### src/rtl/mem_port_arbiter.sv
`default_nettype none
// ============================================================================
//  Module      : mem_port_arbiter
//  Description : Arbitrates the single-port unified instruction/data memory
//                between the fetch stage (IF) and the memory stage (MEM).
//                MEM has priority; a starvation counter guarantees IF
//                progress after STARVE_MAX consecutive lost arbitrations.
//                Define ARB_TIMEOUT_EN to abort accesses that wait TIMEOUT
//                cycles for ram_ready (bus_err pulse, victim rdata = 0).
//  Revision    : 1.0 - initial release
// ============================================================================
module mem_port_arbiter #(
    parameter int ADDR_W     = 20,
    parameter int DATA_W     = 16,
    parameter int STARVE_MAX = 3,
    parameter int TIMEOUT    = 15
) (
    input  logic              clk,
    input  logic              rst,
    input  logic              if_req,
    input  logic [ADDR_W-1:0] if_addr,
    input  logic              mem_req,
    input  logic              mem_we,
    input  logic [ADDR_W-1:0] mem_addr,
    input  logic [DATA_W-1:0] mem_wdata,
    input  logic              ram_ready,
    input  logic [DATA_W-1:0] ram_rdata,
    output logic              ram_en,
    output logic              ram_we,
    output logic [ADDR_W-1:0] ram_addr,
    output logic [DATA_W-1:0] ram_wdata,
    output logic              addr_sel,
    output logic              if_valid,
    output logic [DATA_W-1:0] if_rdata,
    output logic              mem_valid,
    output logic [DATA_W-1:0] mem_rdata,
    output logic              if_stall,
    output logic              mem_stall,
    output logic              bus_err
);

    localparam logic [1:0] c_ST_IDLE     = 2'd0;
    localparam logic [1:0] c_ST_BUSY_IF  = 2'd1;
    localparam logic [1:0] c_ST_BUSY_MEM = 2'd2;

    localparam logic [3:0] c_STARVE_MAX = 4'(STARVE_MAX);
    localparam logic [3:0] c_STARVE_SAT = 4'hF;

`ifdef ARB_TIMEOUT_EN
    // Abort fires on the edge at which the wait count would reach TIMEOUT.
    localparam logic [7:0] c_WAIT_LAST = 8'(TIMEOUT - 1);
`endif

    logic [1:0]        r_state_q,      w_state_d;
    logic              r_ram_en_q,     w_ram_en_d;
    logic              r_ram_we_q,     w_ram_we_d;
    logic [ADDR_W-1:0] r_ram_addr_q,   w_ram_addr_d;
    logic [DATA_W-1:0] r_ram_wdata_q,  w_ram_wdata_d;
    logic              r_addr_sel_q,   w_addr_sel_d;
    logic              r_if_valid_q,   w_if_valid_d;
    logic [DATA_W-1:0] r_if_rdata_q,   w_if_rdata_d;
    logic              r_mem_valid_q,  w_mem_valid_d;
    logic [DATA_W-1:0] r_mem_rdata_q,  w_mem_rdata_d;
    logic [3:0]        r_starve_cnt_q, w_starve_cnt_d;
`ifdef ARB_TIMEOUT_EN
    logic [7:0]        r_wait_cnt_q,   w_wait_cnt_d;
    logic              r_bus_err_q,    w_bus_err_d;
`endif

    logic              w_mem_wins;
    logic [3:0]        w_starve_inc;

    // MEM wins unless IF is also asking and has already lost STARVE_MAX times.
    assign w_mem_wins   = mem_req && (!if_req || (r_starve_cnt_q < c_STARVE_MAX));
    assign w_starve_inc = (r_starve_cnt_q == c_STARVE_SAT) ? c_STARVE_SAT
                                                           : r_starve_cnt_q + 4'd1;

    // Next-state logic: arbitration in IDLE, completion / abort in BUSY.
    always_comb begin
        w_state_d      = r_state_q;
        w_ram_en_d     = r_ram_en_q;
        w_ram_we_d     = r_ram_we_q;
        w_ram_addr_d   = r_ram_addr_q;
        w_ram_wdata_d  = r_ram_wdata_q;
        w_addr_sel_d   = r_addr_sel_q;
        w_if_valid_d   = 1'b0;
        w_if_rdata_d   = r_if_rdata_q;
        w_mem_valid_d  = 1'b0;
        w_mem_rdata_d  = r_mem_rdata_q;
        w_starve_cnt_d = r_starve_cnt_q;
`ifdef ARB_TIMEOUT_EN
        w_wait_cnt_d   = r_wait_cnt_q;
        w_bus_err_d    = 1'b0;
`endif

        case (r_state_q)
            c_ST_IDLE: begin
                // Count only arbitrations IF actually lost; anything else clears.
                w_starve_cnt_d = (if_req && w_mem_wins) ? w_starve_inc : 4'd0;
                if (w_mem_wins) begin
                    w_state_d     = c_ST_BUSY_MEM;
                    w_ram_en_d    = 1'b1;
                    w_ram_we_d    = mem_we;
                    w_ram_addr_d  = mem_addr;
                    w_ram_wdata_d = mem_wdata;
                    w_addr_sel_d  = 1'b1;
`ifdef ARB_TIMEOUT_EN
                    w_wait_cnt_d  = 8'd0;
`endif
                end else if (if_req) begin
                    w_state_d     = c_ST_BUSY_IF;
                    w_ram_en_d    = 1'b1;
                    w_ram_we_d    = 1'b0;
                    w_ram_addr_d  = if_addr;
                    w_ram_wdata_d = '0;
                    w_addr_sel_d  = 1'b0;
`ifdef ARB_TIMEOUT_EN
                    w_wait_cnt_d  = 8'd0;
`endif
                end
            end

            c_ST_BUSY_IF: begin
                if (ram_ready) begin
                    w_state_d    = c_ST_IDLE;
                    w_ram_en_d   = 1'b0;
                    w_ram_we_d   = 1'b0;
                    w_if_valid_d = 1'b1;
                    w_if_rdata_d = ram_rdata;
                end
`ifdef ARB_TIMEOUT_EN
                else if (r_wait_cnt_q == c_WAIT_LAST) begin
                    w_state_d    = c_ST_IDLE;
                    w_ram_en_d   = 1'b0;
                    w_ram_we_d   = 1'b0;
                    w_if_valid_d = 1'b1;
                    w_if_rdata_d = '0;
                    w_bus_err_d  = 1'b1;
                end else begin
                    w_wait_cnt_d = r_wait_cnt_q + 8'd1;
                end
`endif
            end

            c_ST_BUSY_MEM: begin
                if (ram_ready) begin
                    w_state_d     = c_ST_IDLE;
                    w_ram_en_d    = 1'b0;
                    w_ram_we_d    = 1'b0;
                    w_mem_valid_d = 1'b1;
                    // Writes leave the last loaded word visible.
                    if (!r_ram_we_q) begin
                        w_mem_rdata_d = ram_rdata;
                    end
                end
`ifdef ARB_TIMEOUT_EN
                else if (r_wait_cnt_q == c_WAIT_LAST) begin
                    w_state_d     = c_ST_IDLE;
                    w_ram_en_d    = 1'b0;
                    w_ram_we_d    = 1'b0;
                    w_mem_valid_d = 1'b1;
                    w_mem_rdata_d = '0;
                    w_bus_err_d   = 1'b1;
                end else begin
                    w_wait_cnt_d = r_wait_cnt_q + 8'd1;
                end
`endif
            end

            default: begin
                w_state_d  = c_ST_IDLE;
                w_ram_en_d = 1'b0;
                w_ram_we_d = 1'b0;
            end
        endcase
    end

    // State and output registers; reset abandons any access in flight.
    always_ff @(posedge clk) begin
        if (rst) begin
            r_state_q      <= c_ST_IDLE;
            r_ram_en_q     <= 1'b0;
            r_ram_we_q     <= 1'b0;
            r_ram_addr_q   <= '0;
            r_ram_wdata_q  <= '0;
            r_addr_sel_q   <= 1'b0;
            r_if_valid_q   <= 1'b0;
            r_if_rdata_q   <= '0;
            r_mem_valid_q  <= 1'b0;
            r_mem_rdata_q  <= '0;
            r_starve_cnt_q <= 4'd0;
`ifdef ARB_TIMEOUT_EN
            r_wait_cnt_q   <= 8'd0;
            r_bus_err_q    <= 1'b0;
`endif
        end else begin
            r_state_q      <= w_state_d;
            r_ram_en_q     <= w_ram_en_d;
            r_ram_we_q     <= w_ram_we_d;
            r_ram_addr_q   <= w_ram_addr_d;
            r_ram_wdata_q  <= w_ram_wdata_d;
            r_addr_sel_q   <= w_addr_sel_d;
            r_if_valid_q   <= w_if_valid_d;
            r_if_rdata_q   <= w_if_rdata_d;
            r_mem_valid_q  <= w_mem_valid_d;
            r_mem_rdata_q  <= w_mem_rdata_d;
            r_starve_cnt_q <= w_starve_cnt_d;
`ifdef ARB_TIMEOUT_EN
            r_wait_cnt_q   <= w_wait_cnt_d;
            r_bus_err_q    <= w_bus_err_d;
`endif
        end
    end

    assign ram_en    = r_ram_en_q;
    assign ram_we    = r_ram_we_q;
    assign ram_addr  = r_ram_addr_q;
    assign ram_wdata = r_ram_wdata_q;
    assign addr_sel  = r_addr_sel_q;
    assign if_valid  = r_if_valid_q;
    assign if_rdata  = r_if_rdata_q;
    assign mem_valid = r_mem_valid_q;
    assign mem_rdata = r_mem_rdata_q;

    // Stalls release in the same cycle the valid pulse is presented.
    assign if_stall  = if_req  & ~r_if_valid_q;
    assign mem_stall = mem_req & ~r_mem_valid_q;

`ifdef ARB_TIMEOUT_EN
    assign bus_err = r_bus_err_q;
`else
    assign bus_err = 1'b0;
`endif

endmodule
`default_nettype wire

### config.mk
export PLATFORM = sky130hd
export DESIGN_NAME = mem_port_arbiter
export DESIGN_NICKNAME = d
export VERILOG_FILES = /design/src/rtl/mem_port_arbiter.sv
export SDC_FILE = /design/constraint.sdc
export NUM_CORES = 1
export LEC_CHECK = 0
export BUFFER_PORTS_ARGS = -buffer_cell sky130_fd_sc_hd__buf_2
export CAP_MARGIN = 30
export CELL_PAD_IN_SITES_DETAIL_PLACEMENT = 1
export CELL_PAD_IN_SITES_GLOBAL_PLACEMENT = 2
export CORE_UTILIZATION = 27
export CTS_CLUSTER_DIAMETER = 40
export DETAILED_ROUTE_END_ITERATION = 16
export PLACE_DENSITY_LB_ADDON = 0.12
export REMOVE_ABC_BUFFERS = 1
export SYNTH_ARGS = -nofsm -noshare
export SYNTH_HDL_FRONTEND = slang
export SYNTH_SLANG_ARGS = --single-unit
### constraint.sdc
create_clock -name clk -period 2.45 [get_ports clk]
set_input_delay 0 -clock clk [delete_from_list [all_inputs] [get_ports clk]]
set_output_delay 0 -clock clk [all_outputs]
set_load 0.01 [all_outputs]
Word-level counts from Yosys, hierarchy flattened
Cells that the tools add are included.
{"block": "classes", "add_sub_neg": 1, "n_mul": 0, "n_div": 0, "n_lt_le_gt_ge": 1, "eq_ne": 5, "n_shift": 0, "mux": 19, "n_bitwise": 7, "n_reduce_logical": 13}
{"cell": "20-bit two-way mux", "n": 2}
{"cell": "16-bit two-way mux", "n": 2}
{"cell": "4-bit two-way mux", "n": 2}
{"cell": "1-bit two-way mux", "n": 7}
{"cell": "2-bit two-way mux", "n": 3}
{"cell": "2-bit AND reduction", "n": 3}
{"cell": "2-bit OR reduction", "n": 3}
{"cell": "1-bit inverter", "n": 5}
{"cell": "4-bit by 1-bit adder with 4-bit output, second input constant", "n": 1}
{"cell": "4-bit equality test, second input constant", "n": 1}
{"cell": "4-bit by 2-bit < comparator with 1-bit output, second input constant", "n": 1}
{"cell": "1-bit one-hot mux with 2 select lines", "n": 2}
{"cell": "2-bit one-hot mux with 2 select lines", "n": 1}
{"cell": "3-bit inequality test, second input constant", "n": 1}
{"cell": "3-bit AND reduction", "n": 1}
{"cell": "1-bit bitwise AND", "n": 2}
{"cell": "2-bit by 1-bit equality test with 1-bit output, second input constant", "n": 1}
{"cell": "2-bit equality test, second input constant", "n": 1}
{"cell": "1-bit logical AND", "n": 2}
{"cell": "2-bit zero test", "n": 1}
{"cell": "2-bit by 1-bit inequality test with 1-bit output, second input constant", "n": 1}
{"cell": "2-bit nonzero test", "n": 1}
{"cell": "1-bit zero test", "n": 1}
{"cell": "1-bit logical OR", "n": 1}
{"block": "word_totals", "regBits": 79, "latch_bits": 0, "ramBits": 0, "romBits": 0, "in_bits": 78, "out_inout_bits": 76, "wordCells": 57, "mem_count": 0}

Logic depth before layout (Yosys ltp)
Gate-level depths: netlist (run 1).
{"block": "logic_depth", "ltp_word": 5, "mapped_depth": 8, "mapped_depth_nobuf": 5}

Worst setup path after synthesis (run 1)
Ideal clock, no wire load.
{"block": "synth_path", "path_kind": "reg-to-reg", "from": "reg r_state_q[0]", "to": "reg r_ram_addr_q[19], in the netlist ram_addr[19]", "setup_time_ns": 0.142, "t_arrival_ns": 1.268, "required_ns": 2.308, "setup_slack_ns": 1.040, "path_stages_with_launch": 8, "n_path_buf": 3, "period_less_slack_ns": 1.410, "path_cell_list": "dfxtp_1 inv_1 ha_1 clkbuf_2 o21a_1 buf_2 clkbuf_1 a311oi_1"}
{"block": "synth_via", "elab_chain_len": 2}
{"item": "from (decl)", "line": "54", "text": "logic [1:0] r_state_q, w_state_d;"}
{"item": "from (signal assigned)", "line": "181", "text": "r_state_q <= c_ST_IDLE;"}
{"item": "from (signal assigned)", "line": "197", "text": "r_state_q <= w_state_d;"}
{"item": "2-bit zero test", "line": "96", "text": "case (r_state_q)"}
{"item": "2-bit AND reduction (no source line)"}
{"item": "to (signal assigned)", "line": "200", "text": "r_ram_addr_q <= w_ram_addr_d;"}
{"item": "to (decl)", "line": "57", "text": "logic [ADDR_W-1:0] r_ram_addr_q, w_ram_addr_d;"}
No other way between the ends.
A chain may end at the register's enable or synchronous reset.

Final worst setup path (run 1)
{"block": "layout_path", "from": "reg r_state_q[0]", "to": "reg r_ram_addr_q[16], in the netlist ram_addr[16]"}
The elaborated chain is that of the path after synthesis.

==> results of run 1 <==
synthesized netlist by cell type, drive strengths merged:
| library cell | count |
|---|---|
| nand2b | 3 |
| buf | 19 |
| and3b | 1 |
| nor2b | 2 |
| o21ai | 25 |
| nor2 | 40 |
| a22oi | 1 |
| o211ai | 1 |
| o21a | 1 |
| ha | 4 |
| nand3b | 1 |
| dfxtp | 79 |
| clkbuf | 18 |
| nor3b | 3 |
| nor3 | 1 |
| a32oi | 16 |
| nand4b | 1 |
| nand4 | 2 |
| inv | 3 |
| conb | 1 |
| nand2 | 67 |
| nand3 | 21 |
| and2 | 2 |
| o31ai | 1 |
| o31a | 1 |
| a21oi | 38 |
| a311oi | 20 |
what timing repair did:
item,4_1_cts,5_1_grt
buffers inserted,0,0
resized for setup,0,1
endpoints found under the hold margin,70,0
endpoints found under the setup margin,0,1
hold buffers,74,0
metrics by stage:
stage	power [mW]	setup slack (ps)	cell area [µm²]
floorplan	1.71	611	2950
global placement	1.96	835	3950
detailed placement	1.97	771	3950
CTS	3.39	240	4970
global route	3.53	41.1	4980
finish	3.35	181	4980
critical path, stage by stage, from the launching register on:
cell	delay (ps)
dfxtp_1	320
inv_1	90
ha_1	330
o21a_1	230
buf_6	250
nor2_1	60
a311oi_1	300
dlygate4sd3_1	610
worst max path at each step:
stage,start,to,slack [ps],depth (start not counted)
floorplan,r_starve_cnt_q[0],ram_addr[0],610,4
global placement,r_state_q[0],r_starve_cnt_q[0],840,6
CTS,r_state_q[0],ram_addr[16],240,7
global route,r_state_q[1],ram_addr[16],40,7
detailed placement,r_state_q[0],mem_rdata[4],770,5
finish,r_state_q[0],ram_addr[16],180,7
cell families (layout without fill, tap and decap cells):
kind of cell	after synthesis	count (layout)	synth area share (%)
other	1	1	0.119
DFF	79	79	50.1
AOI/OAI and AO/OA	104	104	21.8
buffers and inverters	40	251	6.82
and+or+nand+nor	144	144	19.5
adders and majority gates	4	4	1.59
power by group:
group	switching (mW)	internal (mW)
combinational	0.324	0.321
sequential	0.0464	1.38
clock	0.538	0.740
state kept, by name, indices dropped and copies added (netlist names):
name,cells
ram_addr,20
if_rdata,16
mem_rdata,16
ram_wdata,16
r_starve_cnt_q,4
r_state_q,2
addr_sel,1
if_valid,1
mem_valid,1
ram_en,1
ram_we,1
per-layer routing:
layer / vias to the layer above / share of wire [%]
met5: - / 0
met3: 10 / 5.5
met1: 1654 / 43
li1: 1712 / -
met2: 102 / 50
met4: 0 / 0.99
area by class of cell:
| type | instances | area, µm² | area share [%] |
|---|---|---|---|
| clock buffers | 11 | 253 | 5.08 |
| well taps | 143 | 179 | 3.60 |
| inverters | 3 | 11.3 | 0.226 |
| flip-flops and latches | 79 | 1580 | 31.8 |
| clock inverters | 5 | 31.3 | 0.629 |
| repair buffers | 232 | 1560 | 31.4 |
| multi-input cells | 253 | 1360 | 27.3 |
==> metrics.md, run 1 <==
| Metric | Value |
|---|---|
| Run status | `completed` |
| Critical Path AT | `2540 ps` |
| Crit path capture type | `flip-flop` |
| Final Cycle Share | `92.6%` |
| Grt peak-use layer | `met2` |
| Clk Latency, worst-skew pair | `340 ps` |
| M1 GR Usage | `20.7%` |
| Final cell count without fillers | `726` |
| Fmax achieved | `0.441 GHz` |
| Hold depth | `3` |
| Routing usage on met2 | `31.1%` |
| Area growth from synthesis to layout | `57.8%` |
| Sequential area share after synthesis | `50.1%` |
| Drt total wl | `10500 µm` |
| Diodes inserted | `0` |
| Vias in the first global route | `3404` |
| Initial antenna violation count | `0` |
| Crit-path max FO | `30` |
| DR vias/cell | `4.79` |
| Slew Limit Fails | `0` |
| Relative slew slack | `51.6%` |
| I/O Buffers | `152` |
| Count of max-cap constraint violations | `0` |
| Yosys top cell by area | `dfxtp_1` |
| Synth unique cells | `32` |
| First-pass GRT wire length | `16400 µm` |
| Setup TNS | `0 ps` |
| DR pass1 iterations | `4` |
| Final Hold Fails | `0` |
| Sink Count | `79` |
| CTS max path bufs | `2` |
| Top cells by area, synth | `dfxtp_1, nand2_1, a21oi_1` |
| End of the worst register-to-register path | `ram_addr[16]` |
| WS Path Type | `flip-flop to flip-flop` |
| Detail Placement HPWL | `6670 µm` |
| Yosys Warn Count | `0` |
| Initial core utilization | `27.6%` |
| Syn Inst Count | `372` |
| R2r setup slk | `180 ps` |
| Hold slack | `34.3 ps` |
| # rows | `39` |
| Cts bufs inserted | `9` |
| Crit start category | `flip-flop` |
| Reg-to-Reg Start | `r_state_q[0]` |
| DRC viols | `0` |
| Final core occ | `43.6%` |
| Clock Skew | `5.61 ps` |
| Mapped Area | `3150 µm²` |
| Hold Crit Endpoint | `r_starve_cnt_q[1]` |
| Largest net degree at the start of global routing | `45` |
| Syn avg cell area | `8.48 µm²` |
| Clock transition at the registers of the reported paths | `60 ps` |
| Leakage | `2.22 nW` |
| Yosys reg bits | `79` |
| Iter 0 DRT Violations | `167` |
| Top cell type's share of synthesized area | `50.1%` |
| Gp weighted congestion | `0.703` |
| Remaining global-route overflow | `0` |
| Peak supply drop | `343 µV` |
| Fillers | `1427` |
| Most frequent cells in the layout | `buf_2, dfxtp_1, dlygate4sd3_1` |
| Grt met3 use | `4.88%` |
| Worst endpoint required time | `2720 ps` |
| DR WL/cell | `14.5 µm` |
| GRT Util Overall | `17.7%` |
| Pwr/cell area | `673 nW/µm²` |
| DP Cell Count | `636` |
| Fin nets | `660` |
| HP Class | `input port to flip-flop` |
| Worst slew pin tran | `726 ps` |
| Via count | `3478` |
| Number of nets with antenna violations after routing | `0` |
| Hold_sp | `if_req` |
| Path depth of the worst reg2reg path | `7` |
| Most common cell after layout, fill and taps aside | `buf_2` |
| CTS root buffer | `clkbuf_16` |
| DIE HEIGHT | `110 µm` |
| Final setup vio count | `0` |
| Die ar. | `12100 µm²` |
| Core area | `11400 µm²` |
| Die width | `110 µm` |
| Unrepaired setup endpoints after global routing | `false` |
| Share of post-route cells with drive strength above 1 | `30.4%` |
| Min Clock Period, post-route | `2270 ps` |
| Number of top-level pins | `154` |
| TritonCTS clock tree | `built` |
| H-tree Lvls | `3` |
No activity file was read; power rests on OpenSTA's default activity.
==> run 2: changes to the inputs <==
Settings changed: CELL_PAD_IN_SITES_DETAIL_PLACEMENT 1 to default, CELL_PAD_IN_SITES_GLOBAL_PLACEMENT 2 to default, CORE_MARGIN from default to 1, CORE_UTILIZATION 27 to 40.
Clock period 2.45 ns to 2.8 ns, I/O delays scaled along.
==> run 2 against run 1 <==
Clock power shrank 20%. Worst setup slack improved by 330 ps. Sequential power is 13% lower. Sequential share of layout area is 0.75 points higher.
==> metrics.md, run 2 (synthesized netlist as in run 1, its figures left out) <==
| Metric | Value |
|---|---|
| Hold depth | `3 (unchanged)` |
| Clk Latency, worst-skew pair | `340 ps (about the same)` |
| GRT Util Overall | `23.3% (+5.7 points)` |
| Worst slew pin tran | `783 ps (+57.7 ps)` |
| Core area | `7690 µm² (-33%)` |
| Cts bufs inserted | `9 (unchanged)` |
| Clock Skew | `5.51 ps (-0.0952 ps)` |
| Tot Pwr | `2.82 mW (-16%)` |
| DR pass1 iterations | `6 (+2)` |
| Fmax achieved | `0.437 GHz (-0.86%)` |
| Slew Limit Fails | `0 (unchanged)` |
| Crit path capture type | `flip-flop` |
| I/O Buffers | `152 (unchanged)` |
| End of the worst register-to-register path | `ram_addr[1]` |
| Final core occ | `63.2% (+20 points)` |
| First-pass GRT wire length | `15600 µm (-4.7%)` |
| Setup TNS | `0 ps (unchanged)` |
| Number of top-level pins | `154 (unchanged)` |
| Unrepaired setup endpoints after global routing | `false` |
| CP max stage delay | `610 ps (about the same)` |
| Multi-input gate area | `1360 µm² (unchanged)` |
| Slowest CP cell | `dlygate4sd3_1` |
| DP Area | `3880 µm² (-1.8%)` |
| Drt total wl | `9500 µm (-9.9%)` |
| Reg-to-Reg Start | `r_state_q[0]` |
| DR WL met3 | `529 µm (-8.6%)` |
| Peak supply drop | `379 µV (+11%)` |
| Iter 0 DRT Violations | `156 (-6.6%)` |
| Largest net degree at the start of global routing | `43 (-4.4%)` |
| Met2 wire len | `4640 µm (-12%)` |
| CTS Hold Bufs | `74 (unchanged)` |
| Number of nets with antenna violations after routing | `0 (unchanged)` |
| Via count | `3464 (-0.40%)` |
| WS Path Type | `flip-flop to flip-flop` |
| CTS max path bufs | `2 (unchanged)` |
| Gp weighted congestion | `0.714 (+1.6%)` |
| Relative slew slack | `47.8% (-3.8 points)` |
| H-tree Lvls | `3 (unchanged)` |
| DRC viols | `0 (unchanged)` |
| Min Clock Period, post-route | `2290 ps (+19.8 ps)` |
| # rows | `32 (-18%)` |
| Most common cell after layout, fill and taps aside | `buf_2` |
| Hold Crit Endpoint | `r_starve_cnt_q[1]` |
| CTS root buffer | `clkbuf_8` |
| Pwr/cell area | `579 nW/µm² (-14%)` |
| Leakage | `2.18 nW (-1.5%)` |
| Die width | `90.8 µm (-18%)` |
| Detail Placement HPWL | `5650 µm (-15%)` |
| Top Layer Used | `met4` |
| Path depth of the worst reg2reg path | `7 (unchanged)` |
| Reg area | `1580 µm² (unchanged)` |
| Fillers | `712 (-50%)` |
| Max reg flops | `20 (unchanged)` |
| R2r setup slk | `510 ps (+330 ps)` |
| Most frequent cells in the layout | `buf_2, dfxtp_1, dlygate4sd3_1` |
| DR WL/cell | `13.9 µm (-4.2%)` |
| Hold slack | `27.9 ps (-6.43 ps)` |
| Post-Route M1 WL | `4210 µm (-7.6%)` |
| Area growth from synthesis to layout | `54.1%` |
| Initial core utilization | `41.0% (+13 points)` |
| Finished Cell Area | `4860 µm² (-2.3%)` |
| Final setup vio count | `0 (unchanged)` |
| Remaining global-route overflow | `0 (unchanged)` |
| Fin nets | `659 (-0.15%)` |
| Initial antenna violation count | `0 (unchanged)` |
| Run status | `completed` |
| Post CTS Setup Buffer Count | `0 (unchanged)` |
| Diodes inserted | `0 (unchanged)` |
| Clock transition at the registers of the reported paths | `80 ps (+20 ps)` |
| PostCTS Resize Cnt | `0 (unchanged)` |
| DIE HEIGHT | `90.8 µm (-18%)` |
| Count of max-cap constraint violations | `0 (unchanged)` |
| Crit path max-delay family | `buffers and inverters` |
| Share of post-route cells with drive strength above 1 | `30.1% (-0.24 points)` |
| Vias in the first global route | `3328 (-2.2%)` |
| DR vias/cell | `5.07 (+5.9%)` |
| Bufs and invs on worst path | `3 (unchanged)` |
| TritonCTS clock tree | `built` |
| Crit path cell chain | `inv_1 -> ha_1 -> o21a_1 -> buf_4 -> nor2_1 -> a311oi_1 -> dlygate4sd3_1` |
| Hold_sp | `if_req` |
| Crit start category | `flip-flop` |
| Critical Path AT | `2570 ps (+30 ps)` |
| Sink Count | `79 (unchanged)` |
| Crit-path max FO | `42 (+40%)` |
| Die ar. | `8240 µm² (-32%)` |
| Final Hold Fails | `0 (unchanged)` |
| Worst endpoint required time | `3090 ps (+370 ps)` |
| Final Cycle Share | `81.7% (-11 points)` |
| HP Class | `input port to flip-flop` |
run 2: changes by cell type in the layout (fill, tap and decap cells not counted):
cell,previous run,this run
buf_6,1,0
clkinv_2,3,0
clkbuf_16,9,0
buf_4,4,5
clkinv_4,0,1
bufinv_16,0,3
inv_6,1,0
clkbuf_8,2,10
buf_12,1,0
run 2: worst register-to-register path, cell delays in order, from the launching register on:
cell	delay (ps)
dfxtp_1	330
inv_1	80
ha_1	310
o21a_1	170
buf_4	370
nor2_1	90
a311oi_1	290
dlygate4sd3_1	610
run 2: layout make-up:
class | count | share of cell area [%]
inverters | 3 | 0.232
well taps | 102 | 2.63
repair buffers | 231 | 31.7
clock buffers | 10 | 2.83
multi-input cells | 253 | 27.9
clock inverters | 5 | 2.19
flip-flops and latches | 79 | 32.5
run 2: report_power, final:
part	leakage [nW]	internal (mW)	switching (mW)
sequential	0.646	1.20	0.0412
combinational	1.42	0.273	0.277
clock	0.119	0.613	0.408
run 2: how the worst max path moves through the flow:
stage | depth (start not counted) | to | startpoint | slack (ps)
floorplan | 4 | ram_addr[0] | r_starve_cnt_q[0] | 960
global placement | 5 | ram_we | r_state_q[0] | 1110
detailed placement | 5 | ram_we | r_state_q[0] | 1030
CTS | 7 | ram_addr[17] | r_state_q[0] | 590
global route | 7 | ram_addr[1] | r_state_q[0] | 270
finish | 7 | ram_addr[1] | r_state_q[0] | 510
run 2: routing by layer:
layer | up-vias | global-route usage (%)
met3 | 14 | 5.98
met4 | 0 | 8.47
met1 | 1617 | 28.5
met5 | - | 0
met2 | 127 | 39.5
li1 | 1706 | -
run 2: per-stage QoR:
step	setup slack, ps	cells
3_3_place_gp	1110	594
6_report	512	683
4_1_cts	588	683
3_5_place_dp	1030	594
2_1_floorplan	961	335
5_1_grt	274	683
==> run 3: changes to the inputs <==
Settings changed: ABC_AREA from default to 1.
Clock period 2.8 ns to 2.29 ns, I/O delays scaled along.
==> run 3 against run 2 <==
Sequential power rose by 22%. Core utilization rose by 1.3 points. Cell count rose by 14%. Critical path depth rose by 2. Register-to-register slack got worse by 320 ps. Clock power rose by 11%. Worst hold slack got worse by 5.5 ps. Combinational power rose by 37%. Sequential share of layout area fell by 1.5 points. Critical path type unchanged.
==> metrics.md, run 3 <==
| Metric | Value |
|---|---|
| Largest net degree at the start of global routing | `38 (-12%)` |
| Reg-to-Reg Start | `r_state_q[0]` |
| I/O Buffers | `152 (unchanged)` |
| Final cell count without fillers | `778 (+14%)` |
| Synth unique cells | `22 (-31%)` |
| Crit path cell chain | `inv_1 -> ha_2 -> o21ai_4 -> inv_4 -> buf_4 -> nand3_1 -> dlygate4sd3_1 -> nand2_1 -> inv_1` |
| R2r setup slk | `190 ps (-320 ps)` |
| Final Hold Fails | `0 (unchanged)` |
| WS Path Type | `flip-flop to flip-flop` |
| Run status | `completed` |
| Fillers | `721 (+1.3%)` |
| Hold_sp | `mem_addr[12]` |
| Crit start category | `flip-flop` |
| Cell mode on critical path | `inv_1` |
| Syn avg cell area | `7.30 µm² (-14%)` |
| Top cell type's share of synthesized area | `47.7% (-2.4 points)` |
| Slew Limit Fails | `0 (unchanged)` |
| Gp weighted congestion | `0.801 (+12%)` |
| Unrepaired setup endpoints after global routing | `false` |
| Path depth of the worst reg2reg path | `9 (+2)` |
| First-pass GRT wire length | `14500 µm (-6.9%)` |
| DR pass1 iterations | `7 (+1)` |
| Async SR Flop Fraction | `0% (unchanged)` |
| Clock Skew | `13.3 ps (+7.80 ps)` |
| Critical Path AT | `2350 ps (-220 ps)` |
| End of the worst register-to-register path | `ram_addr[13]` |
| Final setup vio count | `0 (unchanged)` |
| H-tree Lvls | `3 (unchanged)` |
| Place WS | `523 ps (-508 ps)` |
| CTS max path bufs | `2 (unchanged)` |
| Main synth FF type | `dfxtp_1` |
| Initial core utilization | `42.0% (+0.99 points)` |
| Diodes inserted | `0 (unchanged)` |
| CTS root buffer | `clkbuf_8` |
| Max reg flops | `20 (unchanged)` |
| Reg area | `1580 µm² (unchanged)` |
| Final Cycle Share | `91.7% (+10 points)` |
| Die ar. | `8650 µm² (+5.0%)` |
| Most common cell after layout, fill and taps aside | `buf_2` |
| Mapped Area | `3310 µm² (+5.1%)` |
| Slowest CP cell | `dlygate4sd3_1` |
| Relative slew slack | `64.8% (+17 points)` |
| Top cells by area, synth | `dfxtp_1, nand2_1, nand3_1` |
| CP max stage delay | `570 ps (-40 ps)` |
| Crit-path max FO | `18 (-57%)` |
| Crit path max-delay family | `buffers and inverters` |
| Worst setup margin | `189 ps (-322 ps)` |
| Number of enable flip-flop cells after synthesis | `0 (unchanged)` |
| Fmax achieved | `0.476 GHz (+8.9%)` |
| Iter 0 DRT Violations | `105 (-33%)` |
| Fin nets | `753 (+14%)` |
| Detail Placement HPWL | `5630 µm (-0.26%)` |
| DIE HEIGHT | `93.0 µm (+2.5%)` |
| Initial antenna violation count | `0 (unchanged)` |
| Sink Count | `79 (unchanged)` |
| Min Clock Period, post-route | `2100 ps (-188 ps)` |
| Bufs and invs on worst path | `5 (+2)` |
| Hold Crit Endpoint | `ram_addr[12]` |
| Cts bufs inserted | `9 (unchanged)` |
| Pwr/cell area | `669 nW/µm² (+15%)` |
| Post CTS Setup Buffer Count | `0 (unchanged)` |
| Count of max-cap constraint violations | `0 (unchanged)` |
| Hold depth | `5 (+2)` |
| DR WL/cell | `11.4 µm (-18%)` |
| Area growth from synthesis to layout | `53.5%` |
| HP Class | `input port to flip-flop` |
| Multi-input gate area | `1450 µm² (+7.0%)` |
| Syn Inst Count | `454 (+22%)` |
| Yosys Warn Count | `0 (unchanged)` |
| Most frequent cells after synthesis | `nand2_1, dfxtp_1, nor2_1, nand3_1, a21oi_1` |
| Leakage | `2.51 nW (+15%)` |
| Yosys reg bits | `79 (unchanged)` |
| Worst endpoint required time | `2540 ps (-550 ps)` |
| Remaining global-route overflow | `0 (unchanged)` |
| Core area | `7890 µm² (+2.6%)` |
| Number of top-level pins | `154 (unchanged)` |
| Sequential area share after synthesis | `47.7% (-2.4 points)` |
| Peak supply drop | `305 µV (-20%)` |
| Final core occ | `64.5% (+1.3 points)` |
| Clock transition at the registers of the reported paths | `80 ps (about the same)` |
| DR vias/cell | `4.60 (-9.3%)` |
| Drt total wl | `8900 µm (-6.3%)` |
| Die width | `93.0 µm (+2.5%)` |
| Yosys top cell by area | `dfxtp_1` |
| Crit path capture type | `flip-flop` |
| # rows | `32 (unchanged)` |
| Worst slew pin tran | `525 ps (-258 ps)` |
| DP Cell Count | `689 (+16%)` |
| Share of post-route cells with drive strength above 1 | `30.2% (+0.057 points)` |
| Count leader, synth | `nand2_1` |
| Via count | `3577 (+3.3%)` |
| Number of nets with antenna violations after routing | `0 (unchanged)` |
| Most frequent cells in the layout | `buf_2, nand2_1, dfxtp_1` |
| Clk Latency, worst-skew pair | `350 ps (about the same)` |
| GRT Util Overall | `21.1% (-2.3 points)` |
| Setup TNS | `0 ps (unchanged)` |
| Vias in the first global route | `3348 (+0.60%)` |
| TritonCTS clock tree | `built` |
| DRC viols | `0 (unchanged)` |
[run 3: changes by cell type after synthesis, sizes merged, moves of 2 or more]
cell    previous run  this run
a21oi             38        54
a311oi            20         0
a32oi             16         0
and2               2         0
clkbuf            18         8
inv                3        34
nand2             67       154
nand2b             3         0
nand3             21        45
nor2              40        52
nor2b              2         0
nor3b              3         0
o21ai             25         1
[run 3: final cells by class]
| type | instances | area share (%) |
|---|---|---|
| clock buffers | 10 | 2.51 |
| inverters | 34 | 2.56 |
| repair buffers | 233 | 31.0 |
| clock inverters | 6 | 1.82 |
| flip-flops and latches | 79 | 31.1 |
| multi-input cells | 314 | 28.5 |
| well taps | 102 | 2.51 |
[run 3: worst max path at each step]
stage                           start  cells after the start           end
detailed placement       r_state_q[0]                      9   ram_addr[9]
CTS                      r_state_q[0]                      9  ram_addr[13]
global route             r_state_q[0]                      9  ram_addr[13]
global placement         r_state_q[0]                      9  ram_addr[17]
floorplan           r_starve_cnt_q[0]                      8  ram_wdata[0]
finish                   r_state_q[0]                      9  ram_addr[13]
[run 3: worst min-delay path, cell delays in order]
cell	delay, ps
buf_2	80
nand3_1	70
nand3_1	90
nand2_1	50
inv_1	40
[run 3: stage by stage]
stage	cell area, µm²	total power [mW]	hold slack [ps]
CTS	5080	3.44	1.23
finish	5090	3.40	22.4
global route	5090	3.61	40.3
detailed placement	4130	2.17	256
global placement	4130	2.16	253
floorplan	3160	1.88	62.4
[run 3: report_power, final]
part           internal, mW  total [mW]  switching (mW)
Sequential             1.47        1.52          0.0513
Combinational         0.364       0.751           0.387
Clock                 0.620        1.13           0.510
[run 3: logic make-up after synthesis]
| group | after synthesis | synth area share, % |
|---|---|---|
| AO/OA/AOI/OAI | 56 | 10.0 |
| flip-flops | 79 | 47.7 |
| AND/OR/NAND/NOR | 253 | 32.1 |
| buffers and inverters | 61 | 8.53 |
| adder cells (fa/ha/maj) | 4 | 1.51 |
| other | 1 | 0.113 |
[run 3: metal layers]
metal | part of all wire (%) | GRT usage (%) | vias up
met5 | 0 | 0 | -
met4 | 1.3 | 7.18 | 0
met3 | 5.4 | 4.55 | 12
met2 | 51 | 39.3 | 111
met1 | 42 | 23.4 | 1601
li1 | - | - | 1853
[run 3: what timing repair did]
| action | in CTS | in global routing |
|---|---|---|
| endpoints found under the setup margin | 0 | 12 |
| hold endpoints to repair | 70 | 0 |
| resized for setup | 0 | 2 |
| hold buffers | 73 | 0 |
